--- src/rtl/ldm_stm_sequencer_pkg.sv ---
// Shared definitions for the load/store-multiple sequencer: FSM states,
// instruction field positions and addressing modes.
package ldm_stm_sequencer_pkg;

  localparam int unsigned LIST_W    = 16;
  localparam int unsigned IR_P      = 24;
  localparam int unsigned IR_U      = 23;
  localparam int unsigned IR_W      = 21;
  localparam int unsigned IR_L      = 20;
  localparam int unsigned IR_RN_MSB = 19;
  localparam int unsigned IR_RN_LSB = 16;

  typedef enum logic [2:0] {
    ST_IDLE = 3'd0,
    ST_CALC = 3'd1,
    ST_XFER = 3'd2,
    ST_WB   = 3'd3,
    ST_DONE = 3'd4
  } state_t;

  // Encoded as {P,U}.
  typedef enum logic [1:0] {
    MODE_DA = 2'b00,
    MODE_IA = 2'b01,
    MODE_DB = 2'b10,
    MODE_IB = 2'b11
  } amode_t;

  // Lowest transfer address; span is 4*N.  All arithmetic wraps mod 2^32.
  function automatic logic [31:0] start_addr(input amode_t mode,
                                             input logic [31:0] base,
                                             input logic [31:0] span);
    case (mode)
      MODE_IA: start_addr = base;
      MODE_IB: start_addr = base + 32'd4;
      MODE_DA: start_addr = base - span + 32'd4;
      default: start_addr = base - span;
    endcase
  endfunction

endpackage

--- src/rtl/ldm_stm_sequencer_prienc.sv ---
// Lowest-set-bit encoder for the pending register list; purely combinational.
module reg_list_prienc
  import ldm_stm_sequencer_pkg::*;
(
  input  logic [LIST_W-1:0] i_list,
  output logic [3:0]        o_idx,
  output logic              o_vld
);

  always_comb begin
    o_idx = '0;
    o_vld = 1'b0;
    // Scan downward so the last hit written is the lowest index.
    for (int i = LIST_W - 1; i >= 0; i--) begin
      if (i_list[i]) begin
        o_idx = 4'(i);
        o_vld = 1'b1;
      end
    end
  end

endmodule

--- src/rtl/ldm_stm_sequencer.sv ---
// Load/Store Multiple sequencer: first mem_req two cycles after start, one word per
// mem_ack; each beat holds address and register stable until acknowledged.
module ldm_stm_sequencer
  import ldm_stm_sequencer_pkg::*;
(
  input  logic        clk,
  input  logic        reset,
  input  logic        start,
  input  logic [31:0] ir,
  input  logic [31:0] base,
  output logic        mem_req,
  output logic        mem_we,
  output logic [31:0] mem_addr,
  input  logic        mem_ack,
  output logic [3:0]  reg_num,
  output logic        reg_wr,
  output logic        wb_en,
  output logic [31:0] wb_value,
  output logic        busy,
  output logic        done
);

  state_t             r_state;
  logic               r_p;
  logic               r_u;
  logic               r_w;
  logic               r_l;
  logic [3:0]         r_rn;
  logic [LIST_W-1:0]  r_list;
  logic [LIST_W-1:0]  r_pending;
  logic [31:0]        r_base;
  logic [31:0]        r_addr;
  logic [31:0]        r_wb_value;
  logic               r_wb_allow;
  logic               r_mem_req;
  logic               r_mem_we;
  logic               r_wb_en;
  logic               r_busy;
  logic               r_done;

  logic [3:0]         w_idx;
  logic               w_idx_vld;
  logic [4:0]         w_count;
  logic [31:0]        w_span;
  logic [31:0]        w_start_addr;
  logic [LIST_W-1:0]  w_pending_next;
  logic               w_ack;
  amode_t             w_mode;
  logic               w_unused_ir;

  assign w_unused_ir = ^{ir[31:25], ir[22]};

  reg_list_prienc u_prienc (
    .i_list (r_pending),
    .o_idx  (w_idx),
    .o_vld  (w_idx_vld)
  );

  always_comb begin
    w_count = '0;
    for (int i = 0; i < LIST_W; i++) begin
      w_count = w_count + 5'(r_list[i]);
    end
  end

  assign w_span         = {25'd0, w_count, 2'b00};
  assign w_mode         = amode_t'({r_p, r_u});
  assign w_start_addr   = start_addr(w_mode, r_base, w_span);
  assign w_pending_next = r_pending & ~(16'd1 << w_idx);
  assign w_ack          = r_mem_req & mem_ack & w_idx_vld;

  always_ff @(posedge clk or posedge reset) begin
    if (reset) begin
      r_state    <= ST_IDLE;
      r_p        <= 1'b0;
      r_u        <= 1'b0;
      r_w        <= 1'b0;
      r_l        <= 1'b0;
      r_rn       <= '0;
      r_list     <= '0;
      r_pending  <= '0;
      r_base     <= '0;
      r_addr     <= '0;
      r_wb_value <= '0;
      r_wb_allow <= 1'b0;
      r_mem_req  <= 1'b0;
      r_mem_we   <= 1'b0;
      r_wb_en    <= 1'b0;
      r_busy     <= 1'b0;
      r_done     <= 1'b0;
    end else begin
      case (r_state)
        ST_IDLE: begin
          if (start) begin
            r_p     <= ir[IR_P];
            r_u     <= ir[IR_U];
            r_w     <= ir[IR_W];
            r_l     <= ir[IR_L];
            r_rn    <= ir[IR_RN_MSB:IR_RN_LSB];
            r_list  <= ir[LIST_W-1:0];
            r_base  <= base;
            r_busy  <= 1'b1;
            r_state <= ST_CALC;
          end
        end
        ST_CALC: begin
          r_pending  <= r_list;
          r_addr     <= w_start_addr;
          r_wb_value <= r_u ? (r_base + w_span) : (r_base - w_span);
          // A load that reloads the base register wins over the writeback.
          r_wb_allow <= r_w & ~(r_l & r_list[r_rn]);
          if (w_count == 5'd0) begin
            r_done  <= 1'b1;
            r_state <= ST_DONE;
          end else begin
            r_mem_req <= 1'b1;
            r_mem_we  <= ~r_l;
            r_state   <= ST_XFER;
          end
        end
        ST_XFER: begin
          if (w_ack) begin
            r_pending <= w_pending_next;
            r_addr    <= r_addr + 32'd4;
            if (w_pending_next == '0) begin
              r_mem_req <= 1'b0;
              r_mem_we  <= 1'b0;
              if (r_w) begin
                r_wb_en <= r_wb_allow;
                r_state <= ST_WB;
              end else begin
                r_done  <= 1'b1;
                r_state <= ST_DONE;
              end
            end
          end
        end
        ST_WB: begin
          r_wb_en <= 1'b0;
          r_done  <= 1'b1;
          r_state <= ST_DONE;
        end
        ST_DONE: begin
          r_done  <= 1'b0;
          r_busy  <= 1'b0;
          r_state <= ST_IDLE;
        end
        default: begin
          r_mem_req <= 1'b0;
          r_mem_we  <= 1'b0;
          r_wb_en   <= 1'b0;
          r_done    <= 1'b0;
          r_busy    <= 1'b0;
          r_state   <= ST_IDLE;
        end
      endcase
    end
  end

  assign mem_req  = r_mem_req;
  assign mem_we   = r_mem_we;
  assign mem_addr = r_mem_req ? {r_addr[31:2], 2'b00} : 32'd0;
  assign reg_num  = r_mem_req ? w_idx : 4'd0;
  assign reg_wr   = w_ack & r_l;
  assign wb_en    = r_wb_en;
  assign wb_value = r_wb_value;
  assign busy     = r_busy;
  assign done     = r_done;

endmodule

--- config.mk ---
export PLATFORM = sky130hd
export DESIGN_NAME = ldm_stm_sequencer
export DESIGN_NICKNAME = d
export VERILOG_FILES = /design/src/rtl/ldm_stm_sequencer_pkg.sv /design/src/rtl/ldm_stm_sequencer_prienc.sv /design/src/rtl/ldm_stm_sequencer.sv
export SDC_FILE = /design/constraint.sdc
export NUM_CORES = 1
export LEC_CHECK = 0
export BUFFER_PORTS_ARGS = -buffer_cell sky130_fd_sc_hd__clkbuf_2
export CORE_UTILIZATION = 30
export DETAILED_ROUTE_END_ITERATION = 10
export GPL_ROUTABILITY_DRIVEN = 0
export PLACE_DENSITY = 0.45
export SYNTH_ARGS = -nofsm -noshare
export SYNTH_HDL_FRONTEND = slang
export SYNTH_SLANG_ARGS = --single-unit
--- constraint.sdc ---
create_clock -name clk -period 8.6 [get_ports clk]
set_clock_uncertainty 0.2 [all_clocks]
set_input_delay 0.43 -clock clk [delete_from_list [all_inputs] [get_ports clk]]
set_output_delay 0.43 -clock clk [all_outputs]
set_load 0.02 [all_outputs]
After elaboration in Yosys (flattened, before gate mapping)
Index checks and enable logic that the tools add are counted.

Register bits: 145. Latch bits: 0. RAM bits: 0. ROM bits: 0. Bits of input ports: 68. Output and inout bits: 74. Word-level logic and storage cells: 145. Memories kept: 0.

Add/subtract/negate cells: 20. Multipliers: 0. Div/mod/pow operators: 0. Magnitude comparators: 1. Eq/ne operators: 13. Shift-type cells: 1. Mux-type cells: 65. Bitwise operators: 13. Reduce and logical (&&, ||, !) cells: 15.

Operator list (number): $add 32x3->32 const B (3); $mux 32 (3); $pmux 32 s3 (1); $mux 4 (17); $pmux 32 s2 (1); $add 5x1->5 (11); $add 32x7->32 (1); $pmux 16 s2 (1); $sub 32x7->32 (1); $mux 1 (29); $and 16x16->16 (1); $logic_not 16->1 (1); $mux 16 (1); $not 16->16 (1); $shl 1x4->16 const A (1); $mux 3 (5); $ne 2x2->1 const B (7); $pmux 3 s4 (1); $reduce_or 3->1 (3); $reduce_and 4->1 (2); $eq 3x2->1 const B (2); $not 1->1 (6); $pmux 1 s3 (2); $reduce_and 2->1 (3); 19 further kinds (24).

Logic depth before layout (Yosys ltp)
Depth after elaboration: 23. Gate-level depth with buffers: 26. Gate-level depth less buffers: 24.

Cells and area by module
A second synthesis with hierarchy kept.

Cell total of the unflattened synthesis: 1334. Area total of the unflattened synthesis: 10998.0 sq um.

By module, submodules not included: ldm_stm_sequencer (instances 1, cells an instance 1301, area an instance 10819.1 sq um, sequential area each 3578.4 sq um); reg_list_prienc (instances 1, cells an instance 33, area an instance 178.9 sq um, sequential area each 0.0 sq um).

Least setup slack after synthesis
OpenSTA, ideal clock, no wires.

Path type: reg2reg. Start: reg r_list[11]. End: reg r_addr[28]. Library setup time: 120 ps. Data arrival time: 6292 ps. Data required time: 8280 ps. Path slack: 1989 ps. Cell stages (with the launch flop): 27. Buffers on the path: 2. Period minus slack after synthesis: 6611 ps. Cells stage by stage: dfrtp_1 fa_1 inv_1 fa_1 inv_1 fa_1 inv_1 fa_1 inv_1 ha_1 inv_1 fa_1 nor2b_1 o21ai_0 inv_1 ha_1 nor2b_1 or4_1 buf_2 or4_1 buf_2 or3_4 or3_1 a21boi_2 and4_4 nand4_1 a31o_1.

Word-level cells in the longest chain between the ends: 9.

Ends and longest elaborated chain: start: declaration (RTL line ldm_stm_sequencer.sv:29) `logic [LIST_W-1:0] r_list;`; start signal: assignment (RTL line ldm_stm_sequencer.sv:100) `r_list <= ir[LIST_W-1:0];`; $add 5x1->5 (*) (5 in a row) (RTL line ldm_stm_sequencer.sv:62) `w_count = w_count + 5'(r_list[i]);`; $sub 32x7->32 (*) (RTL line ldm_stm_sequencer_pkg.sv:36, ldm_stm_sequencer_pkg.sv:37); $add 32x3->32 (RTL line ldm_stm_sequencer_pkg.sv:36) `MODE_DA: start_addr = base - span + 32'd4;`; $pmux 32 s3 (*) (RTL line ldm_stm_sequencer_pkg.sv:33) `case (mode)`; $pmux 32 s2 (*) (RTL line ldm_stm_sequencer.sv:92) `case (r_state)`; end signal: assignment (RTL line ldm_stm_sequencer.sv:108) `r_addr <= w_start_addr;`; end signal: assignment (RTL line ldm_stm_sequencer.sv:124) `r_addr <= r_addr + 32'd4;`; end: declaration (RTL line ldm_stm_sequencer.sv:32) `logic [31:0] r_addr;`.

Every way passes the cells marked *; elsewhere a longest branch is shown, timed or not. A chain may end at the register's enable or synchronous reset.

Final worst setup path
Start: reg r_list[5]. End: reg r_addr[12].

Word-level cells in the longest chain between the ends: 15.

Ends and longest elaborated chain (RTL line): $add 5x1->5 (*) (11 in a row) (ldm_stm_sequencer.sv:62); $sub 32x7->32 (*) (ldm_stm_sequencer_pkg.sv:36, ldm_stm_sequencer_pkg.sv:37); $add 32x3->32 (ldm_stm_sequencer_pkg.sv:36); $pmux 32 s3 (*) (ldm_stm_sequencer_pkg.sv:33); $pmux 32 s2 (*) (ldm_stm_sequencer.sv:92).

Marks and branches as above.

==> impl_metrics.toml <==
[run_status]
status = "finished, violations left"
violations = "DRC"

[synth]
synthArstFlopShare_pct = 100
syn_inst = 1342
yosysWarnings = 0
ys_ff_latch = 143
synth_edf_count = 0
synthFlopType = "dfrtp_1"
synth_area_sq_um = 10900
syn_area_per_cell_sq_um = 8.15
ys_types = 80
seq_area_frac_synth_pct = 32.7

[grt]
grt_usage_pct = 20.8
grt_pass1_vias = 9564
grt-ovfl-total = 0
grt_pass1_wl_microns = 58900
grt_max_degree = 87
antenna_found_initial = 0

[floorplan]
ioPinCount = 142
fp-row-count = 69
initial_core_util_pct = 30.6
die_width_microns = 193
core_area_sq_um = 35700
die-area_sq_um = 37200
fp.dieH_microns = 193

[critical_path]
critPathMaxFanout = 8
crit_start = "r_list[5]"
crit_arrival_ns = 8.02
reg2regPathDepth = 23
reg2reg_from = "r_list[5]"
path_class = "flop to flop"
crit_required_ns = 8.69
worstSetupEndpointType = "flop"
startpoint_type = "flop"

[hold_path]
min_from = "base[23]"
hold_depth = 2
hp-class = "primary input to flop"

[clock_tree]
cts_inserted_buffers = 17
cts_resized = 0
clock_latency_ns = 0.46
cts.reportedPaths.clkPinSlew_ns = 0.07
htree_levels = 4
root_buffer = "clkbuf_16"
cts.sinks = 143
cts_buffer_depth = 2
cts_tree = "yes"

[route]
via_per_inst = 5.45
wl_per_cell_microns = 19.8
vias = 10500
drt_iter0_drc = 895
ant_nets = 0
first_pass_iters = 8
wirelength_microns = 38000
drc = 15

[timing]
drv_slew = 0
fin_crit_sh_pct = 92.2
relSlewSlack_pct = 36.1
worstMarginPinSlew_ns = 0.953
setup_viol = 0
fmax_mhz = 126
rsz0062_at_grt = "no"
final-hold-violation-count = 0
min_period_ns = 7.93
setup_tns_ns = 0

[layout]
regArea_sq_um = 3580
multiInputGateArea_sq_um = 6760
num_antenna_cells = 0
area_delta_synth_final_pct = 18.2
final_cell_mix = "dfrtp_1 (143), clkbuf_2 (131), o21ai_0 (130)"
fillers = 3809
drive_gt1_share_pct = 17.1
final_common_cell = "dfrtp_1"
nNetsFinal = 1550

[placement]
io_buffers = 131
dp_hpwl_microns = 27700

[run]
maxCapViolCount = 0
[synthesized netlist by cell type (15+ instances only)]
cell type / number / area share, %
ha_1: 21 / 2.4
nand3_1: 35 / 1.6
xor2_1: 16 / 1.3
o21ai_0: 130 / 5.9
o22ai_1: 23 / 1.3
dfrtp_1: 143 / 33
a31oi_1: 22 / 1.3
and2_1: 42 / 2.4
mux2_2: 36 / 3.7
nor2_1: 98 / 3.4
inv_1: 60 / 2.1
nor4_1: 20 / 1.1
xnor2_1: 54 / 4.3
nand4_1: 19 / 1.1
nor3_1: 34 / 1.6
nand2_1: 127 / 4.4
or3_1: 19 / 1.1
clkbuf_1: 94 / 3.2
a21o_1: 15 / 1.0
and3_1: 24 / 1.4
a21oi_1: 79 / 3.6
[worst paths after layout]
check / endpoint / slack [ns]
min in group asynchronous: r_list[4] / 0.47
worst max-delay path: r_addr[12] / 0.67
worst min register to register: wb_value[0] / 0.28
worst min-delay path: r_base[23] / 0.02
max in group asynchronous: wb_value[22] / 6.37
worst max register to register: r_addr[12] / 0.67
[critical path, cell delays in order, from the launching register on]
cell and delay (ns):
dfrtp_1 0.41, inv_1 0.10, fa_1 0.56, inv_1 0.06, fa_1 0.36, inv_1 0.09, fa_1 0.44, fa_1 0.60
inv_1 0.06, ha_1 0.27, a21o_1 0.10, a21oi_1 0.07, xnor2_1 0.58, ha_1 0.46, nor2b_1 0.20, a211oi_1 0.79
o41ai_1 0.15, a222oi_1 0.55, nand3_2 0.34, nor3_2 0.21, xnor2_1 0.09, a2111oi_0 0.79, buf_4 0.22, a311oi_1 0.04
[stage by stage]
| step | hold WS, ns | instances | cell area [sq um] | utilization, % | worst slack (ns) |
|---|---|---|---|---|---|
| floorplan | 0.235 | 1343 | 10900 | - | 1.99 |
| global placement | 0.248 | 1850 | 11900 | 33.4 | 0.762 |
| detailed placement | 0.269 | 1850 | 11900 | 33.4 | 0.759 |
| CTS | 0.00303 | 1923 | 12900 | 36.2 | 0.698 |
| global route | 0.00446 | 1923 | 12900 | 36.2 | 0.184 |
| finish | 0.0182 | 1923 | 12900 | 36.2 | 0.667 |
[layer usage]
layer / GRT usage (%) / vias to the layer above / wire (microns)
met5: 0 / - / 0
li1: - / 5073 / -
met1: 33.7 / 4993 / 20000
met4: 5.62 / 0 / 641
met3: 3.33 / 42 / 2370
met2: 27.5 / 378 / 15000
[timing repair]
item,CTS,global route
hold buffers,41,0
hold endpoints to repair,96,0
buffers inserted,0,0
[registers in the layout, indices dropped and copies added (netlist names)]
| name | flops |
|---|---|
| r_p | 1 |
| mem_req | 1 |
| r_list | 16 |
| busy | 1 |
| r_wb_allow | 1 |
| r_rn | 4 |
| wb_en | 1 |
| r_w | 1 |
| r_addr | 30 |
| done | 1 |
| mem_we | 1 |
| r_pending | 16 |
| r_state | 3 |
| r_l | 1 |
| r_u | 1 |
| r_base | 32 |
| wb_value | 32 |
[cell type report]
type                            count  area share [%]
Tap cell                          461            4.46
Timing Repair Buffer              188            9.17
Inverter                           61            1.81
Multi-Input combinational cell   1038            52.2
Clock inverter                     13            1.17
Clock buffer                       19            3.50
Sequential cell                   143            27.7
[cell families after synthesis]
kind of cell / after synthesis / synth area share (%)
buffers and inverters: 162 / 5.72
and+or+nand+nor: 490 / 23.2
other: 1 / 0.0343
DFF: 143 / 32.7
adders and majority gates: 33 / 4.60
xor gates and xnor gates: 70 / 5.60
muxes: 53 / 5.83
AOI/OAI and AO/OA: 390 / 22.3
Power is not shown: default switching activity piles up to over one toggle a cycle in this logic, so the estimate is an artifact.
